--- src/rtl/parking_pkg.sv ---
// Shared types and constants for the parking-lot occupancy counter.
package parking_pkg;

  localparam int unsigned CNT_W    = 3;
  localparam int unsigned LED_W    = CNT_W + 1;
  localparam int unsigned LED_FULL = 3;

  // Direction decoder states; ENT_* track an entry, EXT_* an exit.
  typedef enum logic [2:0] {
    IDLE,
    ENT_A,
    ENT_AB,
    ENT_B,
    EXT_B,
    EXT_AB,
    EXT_A,
    WAIT_CLR
  } park_state_e;

endpackage

--- src/rtl/parking_debounce.sv ---
// Two-flop synchroniser plus stable-count filter for one barrier sensor.
// The filter is present only when PARKING_DEBOUNCE_EN is defined.
module parking_debounce #(
  parameter int unsigned DEBOUNCE_CYCLES = 1000
) (
  input  logic clk,
  input  logic rst_n,
  input  logic pin,
  output logic level
);

  logic [1:0] sync_q;

  always_ff @(posedge clk or negedge rst_n) begin
    if (!rst_n) begin
      sync_q <= '0;
    end else begin
      sync_q <= {sync_q[0], pin};
    end
  end

`ifdef PARKING_DEBOUNCE_EN
  localparam int unsigned STB_W = (DEBOUNCE_CYCLES > 2) ? $clog2(DEBOUNCE_CYCLES) : 1;
  localparam logic [STB_W-1:0] STB_LAST = STB_W'(DEBOUNCE_CYCLES - 1);

  logic [STB_W-1:0] stb_q;
  logic             level_q;

  // Level follows the synchronised input only after DEBOUNCE_CYCLES differing samples.
  always_ff @(posedge clk or negedge rst_n) begin
    if (!rst_n) begin
      stb_q   <= '0;
      level_q <= 1'b0;
    end else if (sync_q[1] == level_q) begin
      stb_q <= '0;
    end else if (stb_q == STB_LAST) begin
      stb_q   <= '0;
      level_q <= sync_q[1];
    end else begin
      stb_q <= stb_q + STB_W'(1);
    end
  end

  assign level = level_q;
`else
  assign level = sync_q[1];
`endif

endmodule

--- src/rtl/estacionamiento_top.sv ---
// Parking-lot occupancy counter: sensor conditioning, direction FSM, saturating count, LEDs.
// Optional input debouncing is enabled by defining PARKING_DEBOUNCE_EN.
module estacionamiento_top
  import parking_pkg::*;
#(
  parameter int unsigned DEBOUNCE_CYCLES = 1000,
  parameter int unsigned CAPACITY        = 7
) (
  input  logic             clk,
  input  logic             rst,
  input  logic             btn_A,
  input  logic             btn_B,
  output logic [LED_W-1:0] leds
);

  logic        a;
  logic        b;
  logic [1:0]  pat;
  park_state_e state_q;
  park_state_e state_d;
  logic        entry_d;
  logic        exit_d;
  logic        entry_q;
  logic        exit_q;
  logic [CNT_W-1:0] count_q;
  logic             full;
  logic [LED_W-1:0] leds_q;

  parking_debounce #(.DEBOUNCE_CYCLES(DEBOUNCE_CYCLES)) u_deb_a (
    .clk   (clk),
    .rst_n (rst),
    .pin   (btn_A),
    .level (a)
  );

  parking_debounce #(.DEBOUNCE_CYCLES(DEBOUNCE_CYCLES)) u_deb_b (
    .clk   (clk),
    .rst_n (rst),
    .pin   (btn_B),
    .level (b)
  );

  assign pat = {a, b};

  always_ff @(posedge clk or negedge rst) begin
    if (!rst) begin
      state_q <= IDLE;
      entry_q <= 1'b0;
      exit_q  <= 1'b0;
    end else begin
      state_q <= state_d;
      entry_q <= entry_d;
      exit_q  <= exit_d;
    end
  end

  // Each state stays put on its own pattern; anything unexpected parks in WAIT_CLR.
  always_comb begin
    state_d = state_q;
    entry_d = 1'b0;
    exit_d  = 1'b0;
    unique case (state_q)
      IDLE: begin
        case (pat)
          2'b00:   state_d = IDLE;
          2'b10:   state_d = ENT_A;
          2'b01:   state_d = EXT_B;
          default: state_d = WAIT_CLR;
        endcase
      end
      ENT_A: begin
        case (pat)
          2'b10:   state_d = ENT_A;
          2'b11:   state_d = ENT_AB;
          2'b00:   state_d = IDLE;
          default: state_d = WAIT_CLR;
        endcase
      end
      ENT_AB: begin
        case (pat)
          2'b11:   state_d = ENT_AB;
          2'b01:   state_d = ENT_B;
          2'b10:   state_d = ENT_A;
          default: state_d = WAIT_CLR;
        endcase
      end
      ENT_B: begin
        case (pat)
          2'b01:   state_d = ENT_B;
          2'b00: begin
            state_d = IDLE;
            entry_d = 1'b1;
          end
          2'b11:   state_d = ENT_AB;
          default: state_d = WAIT_CLR;
        endcase
      end
      EXT_B: begin
        case (pat)
          2'b01:   state_d = EXT_B;
          2'b11:   state_d = EXT_AB;
          2'b00:   state_d = IDLE;
          default: state_d = WAIT_CLR;
        endcase
      end
      EXT_AB: begin
        case (pat)
          2'b11:   state_d = EXT_AB;
          2'b10:   state_d = EXT_A;
          2'b01:   state_d = EXT_B;
          default: state_d = WAIT_CLR;
        endcase
      end
      EXT_A: begin
        case (pat)
          2'b10:   state_d = EXT_A;
          2'b00: begin
            state_d = IDLE;
            exit_d  = 1'b1;
          end
          2'b11:   state_d = EXT_AB;
          default: state_d = WAIT_CLR;
        endcase
      end
      WAIT_CLR: begin
        if (pat == 2'b00) begin
          state_d = IDLE;
        end
      end
      default: state_d = IDLE;
    endcase
  end

  assign full = (count_q == CNT_W'(CAPACITY));

  // Saturating occupancy counter; pulses at the limits are dropped.
  always_ff @(posedge clk or negedge rst) begin
    if (!rst) begin
      count_q <= '0;
    end else if (entry_q && !full) begin
      count_q <= count_q + CNT_W'(1);
    end else if (exit_q && (count_q != '0)) begin
      count_q <= count_q - CNT_W'(1);
    end
  end

  always_ff @(posedge clk or negedge rst) begin
    if (!rst) begin
      leds_q <= '0;
    end else begin
      leds_q[LED_FULL]    <= full;
      leds_q[CNT_W-1:0]   <= count_q;
    end
  end

  assign leds = leds_q;

endmodule

--- config.mk ---
export PLATFORM = sky130hd
export DESIGN_NAME = estacionamiento_top
export DESIGN_NICKNAME = d
export VERILOG_FILES = /design/src/rtl/parking_pkg.sv /design/src/rtl/parking_debounce.sv /design/src/rtl/estacionamiento_top.sv
export SDC_FILE = /design/constraint.sdc
export NUM_CORES = 1
export LEC_CHECK = 0
export CORE_MARGIN = 1.5
export CORE_UTILIZATION = 58
export DETAILED_ROUTE_END_ITERATION = 12
export GPL_ROUTABILITY_DRIVEN = 1
export GPL_TIMING_DRIVEN = 0
export MAX_ROUTING_LAYER = met4
export PLACE_DENSITY = 0.8
export REMOVE_ABC_BUFFERS = 1
export SKIP_LAST_GASP = 1
export SLEW_MARGIN = 20
export SYNTH_ARGS = -nofsm -noshare
export SYNTH_HDL_FRONTEND = slang
export SYNTH_SLANG_ARGS = --single-unit
--- constraint.sdc ---
create_clock -name clk -period 3.39 [get_ports clk]
set_clock_uncertainty 0.05 [all_clocks]
set_input_delay 0.339 -clock clk [delete_from_list [all_inputs] [get_ports clk]]
set_output_delay 0.339 -clock clk [all_outputs]
set_load 0.005 [all_outputs]
==> flow_metrics.tcl <==
set metrics [dict create \
    outcome "finished clean" \
    powerDensity_nw_per_um2 751 \
    grt_start_max_net_pins 17 \
    synthMuxAreaShare_pct 5.06 \
    postCtsHoldBufs 0 \
    antenna_found_initial 0 \
    path_clk_slew_ns 0.09 \
    tns_ns 0 \
    regArea_um2 400 \
    final_cell_mix "16 x dfrtp_1, 7 x nand2_1, 7 x clkdlybuf4s50_1" \
    synthXorXnorAreaFrac_pct 0 \
    syn_area_um2 866 \
    cts-resized-gates 0 \
    first_iter_violations 11 \
    fin_crit_sh_pct 59.1 \
    yosys.area.top_type "dfrtp_1" \
    crit_fanout 11 \
    diodes 0 \
    maxCapViolCount 0 \
    rows 13 \
    avgRoutedWirePerCell_um 13.8 \
    vdd_drop_max_v 0.000411 \
    start_util_pct 64.1 \
    tritoncts "built" \
    vias 595 \
    cts_inserted_buffers 3 \
    area_growth_pct 11.4 \
    yosysSeqAreaShare_pct 46.2 \
    post_cts_buffers 0 \
    setup_ws_ns 1.38 \
    core_area_um2 1350 \
    rsz0062_at_grt "false" \
    gp_congestion 0.806 \
    clk_latency_ns 0.28 \
    first_pass_iters 4 \
    final_common_cell "dfrtp_1" \
    max_freq_mhz 499 \
    synth_fa_ha_area_share_pct 11.0 \
    cts.sinks 16 \
    critical_path_class "reg -> reg" \
    hpwlAfterDp_um 990 \
    die_y_um 41.6 \
    viasPerCell 5.83 \
    htreeDepth 1 \
    tightest_slew_ns 0.680 \
    drive_gt1_share_pct 6.90 \
    synth_compound_area_share_pct 17.2 \
    synth_cells 80 \
    grt_pass1_wl_um 2610 \
    portBuffers 7 \
    hold_viol 0 \
    nFillCells 100 \
    grt_pass1_vias 607 \
    cp-end-kind "flip-flop" \
    min_path_type "reg -> reg" \
    ys_top_cells_by_area "dfrtp_1 46%, ha_1 8.7%, nand2_1 3.0%" \
    synth_top_family_by_area "compound AO/OA/AOI/OAI gates" \
    final_cell_area_um2 965 \
    route.detailed.drc 0 \
    critPathRequiredTime_ns 3.52 \
    die_area_um2 1730 \
    overflow 0 \
    track_usage_pct 20.6 \
    critPathLaunchType "flip-flop" \
    synth_top_area_share_pct 46.2 \
    io_pins 8 \
    finalSetupViolCount 0 \
    final_nets 99 \
    synthSimpleGateAreaFrac_pct 15.3 \
    synth_edf_count 0 \
    synth-main-ff-cell "dfrtp_1" \
    cts_buffer_depth 2 \
    ant_nets 0 \
    p_leak_nw 0.431 \
    fin_crit_ns 2.01 \
    wirelength_um 1410 \
    multi_input_area_um2 420 \
    die_x_um 41.6 \
    cts-root-buf "clkbuf_4" \
    postPlaceCellArea_um2 928 \
    ys_warn_count 0 \
    avgSynthCellArea_um2 10.8 \
    critPathArrivalTime_ns 2.13 \
    pre_cts_ws_ns 1.40 \
    ys_async_sr_fraction_pct 100 \
    drv_slew 0 \
    ys_ff_latch 16 \
    synth_cell_type_count 31 \
    relSlewSlack_pct 54.5 \
]
through the flow:
step                power, mW  hold WS, ns  cells  utilization (%)
CTS                     0.728        0.313    102             71.5
detailed placement      0.602        0.289     98             68.8
global route            0.786        0.329    102             71.5
global placement        0.587        0.284     98             68.8
finish                  0.724        0.310    102             71.5
floorplan               0.508     -0.00659     76                -
final timing paths:
| kind | start | end | slack (ns) | cells past startpoint |
|---|---|---|---|---|
| max in group asynchronous | rst | u_deb_b.sync_q[0] | 2.45 | 1 |
| min | u_deb_a.sync_q[0] | u_deb_a.sync_q[1] | 0.31 | 0 |
| min reg2reg | u_deb_a.sync_q[0] | u_deb_a.sync_q[1] | 0.31 | 0 |
| max | count_q[0] | count_q[1] | 1.38 | 6 |
| min in group asynchronous | rst | state_q[2] | 0.41 | 1 |
| max reg2reg | count_q[0] | count_q[1] | 1.38 | 6 |
synth_stat cells (2+ instances only):
master / count
a221o_1: 2
o211a_1: 2
nand3b_1: 2
nor2b_1: 2
nor3b_1: 2
nor2_1: 3
nor3_1: 2
inv_1: 5
a211oi_1: 3
or3_1: 2
buf_2: 3
nand2b_1: 3
o21ai_0: 4
ha_1: 6
a21oi_1: 2
nand2_1: 7
dfrtp_1: 16
state kept, by name (all words and copies together) (netlist names):
register        count
exit_q              1
u_deb_b.sync_q      2
entry_q             1
leds                4
count_q             3
state_q             3
u_deb_a.sync_q      2
area by class of cell:
type,instances,share of cell area [%]
clock buffers,4,3.76
inverters,5,1.95
multi-input cells,55,43.6
flip-flops and latches,16,41.5
well taps,15,1.95
repair buffers,7,7.26
critical path: stages, from the launching register on:
cell and delay (ns):
dfrtp_1 0.51, and3_1 0.23, nand2b_1 0.16, fa_1 0.49, nand2_1 0.09, o21ai_0 0.07, a221o_1 0.30
per-layer routing:
layer  wire length, um  vias up  track usage (%)  part of all wire (%)
li1                  -      297                -                     -
met2               658       13             31.9                    47
met4                14        0             7.74                   1.0
met1               673      283             26.3                    48
met3                58        2             5.22                   4.1
met5                 0        -                -                     0
logic make-up after synthesis:
family	after synthesis
fa+ha+maj	7
mux	3
flops	16
buf+inv	9
compound gates	20
simple gates	25
report_power, final:
group,total [mW],internal (mW),leakage (nW),switching [mW]
combinational,0.247,0.152,0.214,0.0950
clock,0.125,0.0654,0.0210,0.0595
sequential,0.352,0.247,0.196,0.106
total,0.724,0.464,0.431,0.260
No activity file was read; power rests on OpenSTA's default activity.
